`src/rtl/button_pkg.sv`:
```
// Shared definitions for the push-button front end: FSM state encoding and
// default timing constants, also used by push-button counter benches.
package button_pkg;

    // Debounce/hold FSM states; encoding is fixed so benches can decode it.
    typedef enum logic [1:0] {
        IDLE       = 2'd0,
        DB_PRESS   = 2'd1,
        HELD       = 2'd2,
        DB_RELEASE = 2'd3
    } btn_state_e;

    // Default number of stable synchronised samples needed to accept a change.
    localparam int DEBOUNCE_CYCLES_DEF = 16;

    // Default number of held cycles, counted from press acceptance, before a long press.
    localparam int LONG_CYCLES_DEF = 64;

endpackage : button_pkg

```
`src/rtl/button_sync.sv`:
```
// Two-flop synchroniser for a single asynchronous board input, with a
// synchronous active-low reset that clears both stages.
module button_sync (
    input  logic clk,
    input  logic rst,
    input  logic d_i,
    output logic q_o
);

    logic s1_q;
    logic s2_q;

    // Shift the raw level through two flops so downstream logic only sees a settled value.
    always_ff @(posedge clk) begin
        // NOTE: sequential state uses non-blocking assignments so both stages
        // sample the pre-edge values and the chain really is two flops deep.
        if (!rst) begin
            s1_q <= 1'b0;
            s2_q <= 1'b0;
        end else begin
            s1_q <= d_i;
            s2_q <= s1_q;
        end
    end

    assign q_o = s2_q;

endmodule : button_sync

```
`src/rtl/button_debounce_pulse.sv`:
```
// Push-button conditioning: synchronise, debounce, and emit registered
// single-cycle press / release / long-press pulses plus a debounced level.
module button_debounce_pulse
    import button_pkg::*;
#(
    parameter int DEBOUNCE_CYCLES = DEBOUNCE_CYCLES_DEF,
    parameter int LONG_CYCLES     = LONG_CYCLES_DEF
) (
    input  logic clk,
    input  logic rst,
    input  logic button,
    output logic pressed,
    output logic press_pulse,
    output logic release_pulse,
    output logic long_pulse
);

    localparam int DB_W   = $clog2(DEBOUNCE_CYCLES);
    localparam int HOLD_W = $clog2(LONG_CYCLES);

    localparam logic [DB_W-1:0]   DB_LAST   = DB_W'(DEBOUNCE_CYCLES - 1);
    localparam logic [HOLD_W-1:0] HOLD_LAST = HOLD_W'(LONG_CYCLES - 1);
    localparam logic [HOLD_W-1:0] HOLD_PRE  = HOLD_W'(LONG_CYCLES - 2);

    logic              btn_s;
    btn_state_e        state_q;
    logic [DB_W-1:0]   db_cnt_q;
    logic [HOLD_W-1:0] hold_cnt_q;
    logic [HOLD_W-1:0] hold_cnt_d;
    logic              long_fired_q;
    logic              long_hit;
    logic              pressed_q;
    logic              press_q;
    logic              release_q;
    logic              long_q;

    button_sync u_sync (
        .clk (clk),
        .rst (rst),
        .d_i (button),
        .q_o (btn_s)
    );

    // Saturating hold-counter increment and detection of the one step that reaches the long threshold.
    always_comb begin
        hold_cnt_d = hold_cnt_q;
        long_hit   = 1'b0;
        if (hold_cnt_q != HOLD_LAST) begin
            hold_cnt_d = hold_cnt_q + HOLD_W'(1);
        end
        if ((hold_cnt_q == HOLD_PRE) && !long_fired_q) begin
            long_hit = 1'b1;
        end
    end

    // Debounce/hold FSM with all outputs registered; every decision uses the synchronised level.
    always_ff @(posedge clk) begin
        if (!rst) begin
            state_q      <= IDLE;
            db_cnt_q     <= '0;
            hold_cnt_q   <= '0;
            long_fired_q <= 1'b0;
            pressed_q    <= 1'b0;
            press_q      <= 1'b0;
            release_q    <= 1'b0;
            long_q       <= 1'b0;
        end else begin
            // Pulses fall back to 0 unless a branch below raises them for this one cycle.
            press_q   <= 1'b0;
            release_q <= 1'b0;
            long_q    <= 1'b0;

            case (state_q)
                IDLE: begin
                    if (btn_s) begin
                        state_q  <= DB_PRESS;
                        db_cnt_q <= '0;
                    end
                end

                DB_PRESS: begin
                    if (!btn_s) begin
                        state_q <= IDLE;
                    end else if (db_cnt_q == DB_LAST) begin
                        state_q      <= HELD;
                        press_q      <= 1'b1;
                        pressed_q    <= 1'b1;
                        hold_cnt_q   <= '0;
                        long_fired_q <= 1'b0;
                    end else begin
                        db_cnt_q <= db_cnt_q + DB_W'(1);
                    end
                end

                HELD: begin
                    if (!btn_s) begin
                        state_q  <= DB_RELEASE;
                        db_cnt_q <= '0;
                    end else begin
                        hold_cnt_q <= hold_cnt_d;
                        if (long_hit) begin
                            long_q       <= 1'b1;
                            long_fired_q <= 1'b1;
                        end
                    end
                end

                DB_RELEASE: begin
                    if (!btn_s || (db_cnt_q != DB_LAST)) begin
                        // Release not yet accepted: the hold time keeps running.
                        hold_cnt_q <= hold_cnt_d;
                        if (long_hit) begin
                            long_q       <= 1'b1;
                            long_fired_q <= 1'b1;
                        end
                    end
                    if (btn_s) begin
                        // Release rejected; hold progress and long-fired flag survive.
                        state_q <= HELD;
                    end else if (db_cnt_q == DB_LAST) begin
                        state_q   <= IDLE;
                        release_q <= 1'b1;
                        pressed_q <= 1'b0;
                    end else begin
                        db_cnt_q <= db_cnt_q + DB_W'(1);
                    end
                end

                default: begin
                    state_q <= IDLE;
                end
            endcase
        end
    end

    assign pressed       = pressed_q;
    assign press_pulse   = press_q;
    assign release_pulse = release_q;
    assign long_pulse    = long_q;

endmodule : button_debounce_pulse

```
`config.mk`:
```
export PLATFORM = sky130hd
export DESIGN_NAME = button_debounce_pulse
export DESIGN_NICKNAME = d
export VERILOG_FILES = /design/src/rtl/button_pkg.sv /design/src/rtl/button_sync.sv /design/src/rtl/button_debounce_pulse.sv
export SDC_FILE = /design/constraint.sdc
export NUM_CORES = 1
export LEC_CHECK = 0
export CAP_MARGIN = 10
export CORE_ASPECT_RATIO = 1.4
export CORE_MARGIN = 5
export CORE_UTILIZATION = 35
export DETAILED_ROUTE_END_ITERATION = 10
export PLACE_DENSITY_LB_ADDON = 0.12
export SYNTH_ARGS = -nofsm -noshare
export SYNTH_HDL_FRONTEND = slang
export SYNTH_HIERARCHICAL = 1
export SYNTH_SLANG_ARGS = --single-unit
```
`constraint.sdc`:
```
create_clock -name clk -period 1.7 [get_ports clk]
set_clock_uncertainty 0.15 [all_clocks]
set_input_delay 0.51 -clock clk [delete_from_list [all_inputs] [get_ports clk]]
set_output_delay 0.51 -clock clk [all_outputs]
set_load 0.03 [all_outputs]
```
==> results.ini, run 1 <==
[sta]
finalHoldWorstSlack_ns = 0.285
fin_tns_setup_ns = 0
post-route-period-util = 0.973
fin_ws_ns = 0.0460
fmax_mhz = 605
hold_violations = 0
drv_slew = 0
slew-limit-headroom = 0.728
worstMarginPinSlew_ns = 0.406
fin_crit_ns = 1.65
finalSetupViolCount = 0

[floorplanning]
ios = 7
start_util = 0.358
die_x_um = 53.3
design.core.area_sq_mm = 0.00256
core.rowCount = 22
die_h_um = 70.6
dieArea_sq_mm = 0.00376

[synthesis]
yosysSeqAreaShare = 0.415
syn_inst = 101
synth-edff-count = 0
synth.net_count = 107
synth.area.top_cells = dfxtp_1 41%, nand2_1 4.9%, nor2_1 4.5%
synth_seq_cells = 19
synth.cell_area_sq_um = 917
syn_area_per_cell_sq_um = 9.08
yosysTopAreaCell = dfxtp_1
synthArstFlopShare = 0
synth_flop_cell = dfxtp_1
yosys_warnings = 6
yosysTopAreaCellShare = 0.415
yosysUniqueCellTypes = 34

[placed_design]
dp_cells = 149
postPlaceCellArea_sq_mm = 0.00107
post-place-ws_ns = 0.0109
gp_congestion = 0.768
place_hpwl_um = 1450
port_buffers = 6

[power]
p_leak_nw = 0.412
powerDensity_mw_per_mm2 = 667
vdd_drop_max_v = 0.000351
power_mw = 0.750

[min_path]
hold_path_class = register to register
whs_path_depth = 1

[flow_run]
maxCapViolations = 0

[clocking]
cts_max_level = 1
cts_tree = done
cts_setup_buffers = 0
cts-root-buf = clkbuf_4
cts_buffers = 3
path_clk_slew_ns = 0.12
clk_latency_ns = 0.31
cts_hold_buf = 0
clockBufferDepth = 2
cts_num_sinks = 19

[final_layout]
final_core_util = 0.439
seq_area_sq_um = 383
design_area_sq_mm = 0.00112
multiInputGateArea_sq_um = 524
final-instance-count-excl-fill = 153
diodes = 0
syn_to_final_growth_pct = 22.6
nNetsFinal = 124
fillerInstances = 275
drive_gt1_frac = 0.274

[grt]
grt_pass1_wl_um = 3350
grt-ovfl-total = 0
grt_pass1_vias = 749
antenna_found_initial = 0
grt_use_total = 0.120
grt_max_degree = 12

[drt]
drc = 0
ant_nets = 0
vias = 752
via_per_inst = 4.92
drtIter0Drc = 14
dr.pass1.iters = 4
drt-wirelength-per-cell_um = 12.8
wirelength_um = 1960

[critical_path]
worstSetupPathDepth = 1
worst_path_max_delay_cell = clkdlybuf4s15_1
cp.arrival_ns = 0.99
reg2reg_depth = 5
crit_fanout = 1
cp_cell_sequence = clkdlybuf4s15_1
cp-end-kind = output port
worstSetupPathType = register to output port
cp_num_buf_inv = 1
cp.required_ns = 1.04
max_stage_delay_ns = 0.35
crit_family = buffers and inverters
critPathLaunchType = register

[outcome]
status = finished clean

worst paths after layout:
check | slack (ns) | endpoint | start
hold / removal | 0.29 | long_pulse | long_fired_q
setup / recovery | 0.05 | release_pulse | release_pulse
hold reg to reg | 0.29 | long_pulse | long_fired_q
setup reg to reg | 0.08 | hold_cnt_q[1] | db_cnt_q[0]
state kept, by name (all words and copies together) (netlist names), named ones only:
signal,count
long_fired_q,1
state_q,1
hold_cnt_q,6
press_pulse,1
u_sync/q_o,1
u_sync/s1_q,1
long_pulse,1
pressed,1
release_pulse,1
db_cnt_q,4
cell usage after synthesis, types with 2 or more instances:
cell type   n
xnor2_1     3
nor3_1      3
inv_1       4
ha_1        3
mux2i_1     2
o22ai_1     2
a21oi_2     2
nand2_1    12
nor3_2      2
nor2_1     11
dfxtp_1    19
nand4_1     3
and2_1      2
nand3_1     6
o21ai_0     4
a21oi_1     5
cell usage in the layout (no fill, tap or decap), drive strengths merged:
| master | n |
|---|---|
| clkdlybuf4s15 | 2 |
| ha | 3 |
| a311oi | 2 |
| clkbuf | 5 |
| nand4 | 3 |
| o22ai | 2 |
| nor3 | 5 |
| nand2 | 12 |
| o21a | 1 |
| buf | 10 |
| clkinv | 1 |
| inv | 4 |
| a21oi | 7 |
| mux2i | 2 |
| clkdlybuf4s50 | 2 |
| xnor2 | 4 |
| dfxtp | 19 |
| a31oi | 1 |
| and4 | 1 |
| o21ai | 6 |
| o31a | 1 |
| nor2 | 11 |
| a21o | 1 |
| nor3b | 1 |
| and2 | 2 |
| nand3 | 6 |
| a41oi | 1 |
| nand3b | 2 |
layer usage:
layer | part of all wire | track usage | wire length (um) | vias to the layer above
met2 | 0.54 | 0.196 | 1060 | 3
met4 | 0.020 | 0.0682 | 39 | 0
met3 | 0.011 | 0.0189 | 22 | 4
met5 | 0 | 0 | 0 | -
met1 | 0.43 | 0.144 | 831 | 357
li1 | - | - | - | 388
report_power, final:
group          internal [mW]  switching, mW  total (mW)
Sequential             0.452        0.00544       0.457
Combinational         0.0233         0.0271      0.0504
Clock                 0.0878          0.155       0.243
logic make-up (layout without fill, tap and decap cells):
group                    Yosys count  in the layout  share of synthesized area
AND/OR/NAND/NOR                   43             43                      0.255
AO/OA/AOI/OAI                     22             22                      0.175
flip-flops                        19             19                      0.415
buffers and inverters              8             24                     0.0464
XOR/XNOR                           4              4                     0.0464
adder cells (fa/ha/maj)            3              3                     0.0409
multiplexers                       2              2                     0.0218
what timing repair did:
| item | 4_1_cts | 5_1_grt |
|---|---|---|
| gates resized for setup | 7 | 12 |
| endpoints found under the setup margin | 4 | 10 |
| pin swaps | 0 | 1 |
final cells by class:
| type | count | area share |
|---|---|---|
| multi-input combinational | 74 | 0.466 |
| sequential | 19 | 0.340 |
| timing repair buffer | 16 | 0.116 |
| tap | 36 | 0.0400 |
| clock buffer | 3 | 0.0200 |
| inverter | 4 | 0.0133 |
| clock inverter | 1 | 0.00445 |
No activity file was read; power rests on OpenSTA's default activity.
==> run 2, diff against run 1 <==
--- a/config.mk
+++ b/config.mk
@@ -5,10 +5,11 @@
 export SDC_FILE = /design/constraint.sdc
 export NUM_CORES = 1
 export LEC_CHECK = 0
-export CAP_MARGIN = 10
+export ABC_CLOCK_PERIOD_IN_PS = 1700
+export CAP_MARGIN = 20
 export CORE_ASPECT_RATIO = 1.4
 export CORE_MARGIN = 5
-export CORE_UTILIZATION = 35
+export CORE_UTILIZATION = 45
 export DETAILED_ROUTE_END_ITERATION = 10
 export PLACE_DENSITY_LB_ADDON = 0.12
 export SYNTH_ARGS = -nofsm -noshare
==> run 2 against run 1 <==
  * Register-to-register slack about the same
  * Die area decreased by 19%
  * First-iteration DRC count increased by 71%
  * Clock power decreased by 9.9%
  * Flip-flop and latch count unchanged
  * Critical endpoint is now press_pulse
  * Largest cell class unchanged
  * Highest routed layer unchanged
==> results.ini, run 2 (same netlist as run 1, synthesis figures left out) <==
[critical_path]
cp_num_buf_inv = 1  ; unchanged
worstSetupPathType = register to output port
cp-end-kind = output port
crit_fanout = 1  ; unchanged
cp.arrival_ns = 0.99  ; about the same
cp.required_ns = 1.04  ; about the same
critPathLaunchType = register
worst_path_max_delay_cell = dlygate4sd2_1
cp_cell_sequence = dlygate4sd2_1
crit_family = buffers and inverters
max_stage_delay_ns = 0.39  ; +0.04 ns

[flow_run]
maxCapViolations = 0  ; unchanged

[clocking]
clockBufferDepth = 2  ; unchanged
cts_hold_buf = 0  ; unchanged
clk_latency_ns = 0.28  ; -0.03 ns
cts_setup_buffers = 0  ; unchanged
cts_tree = done
cts_buffers = 3  ; unchanged
path_clk_slew_ns = 0.10  ; -0.02 ns
cts_max_level = 1  ; unchanged
cts_num_sinks = 19  ; unchanged
cts-root-buf = clkbuf_4

[placed_design]
postPlaceCellArea_sq_mm = 0.00103  ; -3.9%
place_hpwl_um = 1320  ; -9.4%
dp_cells = 131  ; -12%
port_buffers = 6  ; unchanged
gp_congestion = 0.827  ; +7.6%

[power]
power_mw = 0.721  ; -3.9%
p_leak_nw = 0.401  ; -2.8%
powerDensity_mw_per_mm2 = 674  ; +1.1%
vdd_drop_max_v = 0.000351  ; about the same

[final_layout]
syn_to_final_growth_pct = 16.6
drive_gt1_frac = 0.228  ; -0.0454
largest_register = hold_cnt_q
diodes = 0  ; unchanged
multiInputGateArea_sq_um = 514  ; -1.9%
final-instance-count-excl-fill = 135  ; -12%
final_common_cell = dfxtp_1
fillerInstances = 185  ; -33%
reg_top3 = hold_cnt_q (6), db_cnt_q (4)
nNetsFinal = 121  ; -2.4%
layout_common_cells = 17 x dfxtp_1, 12 x nand2_1, 10 x nor2_1
largest_reg_flops = 6  ; unchanged
seq_area_sq_um = 383  ; unchanged
design_area_sq_mm = 0.00107  ; -4.9%

[drt]
ant_nets = 0  ; unchanged
drtIter0Drc = 24  ; +10
via_per_inst = 5.57  ; +13%
vias = 752  ; unchanged
drc = 0  ; unchanged
dr.pass1.iters = 4  ; unchanged
drt-wirelength-per-cell_um = 12.7  ; -0.46%
wirelength_um = 1720  ; -12%

[sta]
worstMarginPinSlew_ns = 0.396  ; -0.0102 ns
drv_slew = 0  ; unchanged
finalSetupViolCount = 0  ; unchanged
post-route-period-util = 0.970  ; -0.00315
fin_crit_ns = 1.65  ; -0.00536 ns
hold_violations = 0  ; unchanged
fmax_mhz = 607  ; +0.33%
fin_tns_setup_ns = 0  ; unchanged
rsz0062_at_grt = no
slew-limit-headroom = 0.733  ; +0.00535

[grt]
grt_max_degree = 11  ; -1
grt_pass1_wl_um = 2960  ; -12%
antenna_found_initial = 0  ; unchanged
grt-ovfl-total = 0  ; unchanged
grt_use_total = 0.132  ; +0.0120
grt_pass1_vias = 727  ; -2.9%

[floorplanning]
ios = 7  ; unchanged
die_h_um = 63.4  ; -10%
start_util = 0.470  ; +0.112
design.core.area_sq_mm = 0.00195  ; -24%
dieArea_sq_mm = 0.00305  ; -19%
die_x_um = 48.2  ; -9.6%
core.rowCount = 19  ; -14%

[min_path]
hold_path_class = register to register

[outcome]
status = finished clean

## run 2: layer usage
layer / global-route usage / wire length (um) / up-vias
met5: 0 / 0 / -
met4: 0.0606 / 18 / 0
met3: 0.0256 / 62 / 2
met2: 0.214 / 937 / 16
met1: 0.157 / 699 / 351
li1: - / - / 383
## run 2: layout make-up
class / count / area share
well taps: 21 / 0.0246
repair buffers: 13 / 0.0982
flip-flops and latches: 19 / 0.358
inverters: 4 / 0.0140
multi-input cells: 74 / 0.481
clock buffers: 4 / 0.0246
## run 2: report_power, final
| group | internal (mW) | switching, mW |
|---|---|---|
| Combinational | 0.0193 | 0.0261 |
| Clock | 0.0910 | 0.128 |
| Sequential | 0.452 | 0.00505 |
## run 2: timing repair
item	CTS	global route
pin swaps	0	1
endpoints found under the hold margin	0	0
resized for setup	5	8
endpoints found under the setup margin	4	8
## run 2: worst paths after layout
kind              endpoint  cells past startpoint          from  slack (ns)
max            press_pulse                      1   press_pulse        0.05
min             long_pulse                      1  long_fired_q        0.29
max reg2reg  hold_cnt_q[3]                      5   db_cnt_q[0]        0.07
min reg2reg     long_pulse                      1  long_fired_q        0.29
## run 2: metrics by stage
stage	setup slack, ns	util	hold WS, ns
after floorplan	0.127	-	0.249
after global placement	0.0479	0.528	0.266
after detailed placement	0.0310	0.528	0.273
after CTS	0.0218	0.539	0.288
after global routing	0.00168	0.549	0.307
final	0.0514	0.549	0.285
==> run 3, diff against run 2 <==
--- a/config.mk
+++ b/config.mk
@@ -7,10 +7,10 @@
 export LEC_CHECK = 0
 export ABC_CLOCK_PERIOD_IN_PS = 1700
 export CAP_MARGIN = 20
-export CORE_ASPECT_RATIO = 1.4
 export CORE_MARGIN = 5
 export CORE_UTILIZATION = 45
 export DETAILED_ROUTE_END_ITERATION = 10
+export GPL_TIMING_DRIVEN = 0
 export PLACE_DENSITY_LB_ADDON = 0.12
 export SYNTH_ARGS = -nofsm -noshare
 export SYNTH_HDL_FRONTEND = slang
==> run 3 against run 2 <==
  * Wire length increased by 2.6%
  * Critical path depth is the same
  * First-iteration DRC count decreased by 50%
  * Critical path type unchanged
  * Global-route usage increased by 1.2 points
  * Highest routed layer unchanged
  * Register-to-register slack about the same
  * Non-clock buffer count down 2
  * Design area down 0.70%
  * Final cell count up 3.0%
  * Die area fell by 0.42%
==> results.ini, run 3 (same netlist as run 1, synthesis figures left out) <==
[power]
vdd_drop_max_v = 0.000300  ; -15%
power_mw = 0.727  ; +0.84%
p_leak_nw = 0.382  ; -4.7%
powerDensity_mw_per_mm2 = 685  ; +1.5%

[final_layout]
reg_top3 = hold_cnt_q (6), db_cnt_q (4)
layout_common_cells = 17 x dfxtp_1, 12 x nand2_1, 11 x nor2_1
final_common_cell = dfxtp_1
syn_to_final_growth_pct = 15.8
nNetsFinal = 119  ; -1.7%
largest_register = hold_cnt_q
diodes = 0  ; unchanged
drive_gt1_frac = 0.223  ; -0.00486
fillerInstances = 211  ; +14%
largest_reg_flops = 6  ; unchanged
final_core_util = 0.541  ; -0.00733

[sta]
drv_slew = 0  ; unchanged
worstMarginPinSlew_ns = 0.410  ; +0.0141 ns
slew-limit-headroom = 0.724  ; -0.00949
fmax_mhz = 606  ; about the same
hold_violations = 0  ; unchanged
finalHoldWorstSlack_ns = 0.285  ; -0.000414 ns
fin_crit_ns = 1.65  ; +0.00102 ns
post-route-period-util = 0.970  ; about the same
fin_ws_ns = 0.0504  ; -0.00102 ns
finalSetupViolCount = 0  ; unchanged

[drt]
vias = 739  ; -1.7%
drtIter0Drc = 12  ; -50%
drt-wirelength-per-cell_um = 12.7  ; -0.33%
drc = 0  ; unchanged
wirelength_um = 1760  ; +2.6%
dr.pass1.iters = 4  ; unchanged
via_per_inst = 5.32  ; -4.6%
ant_nets = 0  ; unchanged

[critical_path]
worst_path_max_delay_cell = dlygate4sd2_1
cp_num_buf_inv = 1  ; unchanged
max_stage_delay_ns = 0.39  ; about the same
rr_startpoint = db_cnt_q[0]
crit_fanout = 1  ; unchanged
crit_family = buffers and inverters
critPathLaunchType = register
cp_cell_sequence = dlygate4sd2_1
reg2reg_depth = 5  ; unchanged
reg2reg_slack_ns = 0.06  ; about the same
cp.arrival_ns = 0.99  ; about the same
cp-end-kind = output port
worstSetupPathType = register to output port
r2r_end = hold_cnt_q[0]
cp.required_ns = 1.04  ; about the same

[placed_design]
gp_congestion = 0.839  ; +1.5%
port_buffers = 6  ; unchanged
post-place-ws_ns = -0.444  ; -0.475 ns
place_hpwl_um = 1260  ; -4.5%

[clocking]
cts-root-buf = clkbuf_4
cts_num_sinks = 19  ; unchanged
clockBufferDepth = 2  ; unchanged
cts_max_level = 1  ; unchanged
cts_buffers = 3  ; unchanged
cts_hold_buf = 0  ; unchanged
path_clk_slew_ns = 0.11  ; about the same
clk_latency_ns = 0.29  ; about the same
cts_tree = done

[floorplanning]
dieArea_sq_mm = 0.00304  ; -0.42%
design.core.area_sq_mm = 0.00196  ; +0.64%
ios = 7  ; unchanged
start_util = 0.467  ; -0.00300
core.rowCount = 16  ; -3
die_x_um = 55.1  ; +15%
die_h_um = 55.1  ; -13%

[grt]
antenna_found_initial = 0  ; unchanged
grt_max_degree = 11  ; unchanged
grt_use_total = 0.144  ; +0.0122
grt_pass1_vias = 710  ; -2.3%
grt_pass1_wl_um = 3130  ; +5.6%
grt-ovfl-total = 0  ; unchanged

[flow_run]
maxCapViolations = 0  ; unchanged

[min_path]
hold_path_startpoint = long_fired_q
whs_path_depth = 1  ; unchanged
min_delay_worst_endpoint = long_pulse
hold_path_class = register to register

[outcome]
status = finished clean

## run 3: worst max-delay path by stage
stage / to / cells past startpoint / start / slack, ns
floorplan: hold_cnt_q[3] / 5 / db_cnt_q[0] / 0.13
global placement: hold_cnt_q[5] / 4 / rst / -0.43
detailed placement: hold_cnt_q[5] / 4 / rst / -0.44
CTS: pressed / 1 / pressed / 0.002
global route: hold_cnt_q[3] / 6 / db_cnt_q[1] / -0.02
finish: long_pulse / 1 / long_pulse / 0.05
## run 3: area by class of cell
type                       count  area [sq um]  share of cell area
buffer                         4          28.8              0.0271
tap                           27          33.8              0.0318
inverter                       4          15.0              0.0141
clock buffer                   4          26.3              0.0247
timing repair buffer           7          61.3              0.0577
sequential                    19           383               0.360
multi-input combinational     74           514               0.484
## run 3: metal layers
metal  vias to the layer above  global-route usage  part of all wire
met4                         0              0.0486            0.0045
met5                         -                   0                 0
met1                       349               0.180              0.49
met3                         2              0.0322             0.025
li1                        384                   -                 -
met2                         4               0.244              0.48
## run 3: timing repair
action | CTS | global route
resized for setup | 7 | 8
setup buffers | 0 | 1
pin swaps | 0 | 2
setup endpoints to repair | 16 | 10
## run 3: stage by stage
stage          cell area [sq um]  cells  setup TNS (ns)
2_1_floorplan                917    101               0
3_3_place_gp                1010    134           -5.00
3_5_place_dp                1010    134           -5.29
4_1_cts                     1040    138               0
5_1_grt                     1060    139         -0.0363
6_report                    1060    139               0
## run 3: power by group
part	switching [mW]	internal (mW)	leakage, nW
clock	0.135	0.0910	0.0150
sequential	0.00386	0.452	0.155
combinational	0.0278	0.0186	0.213
total	0.166	0.561	0.382
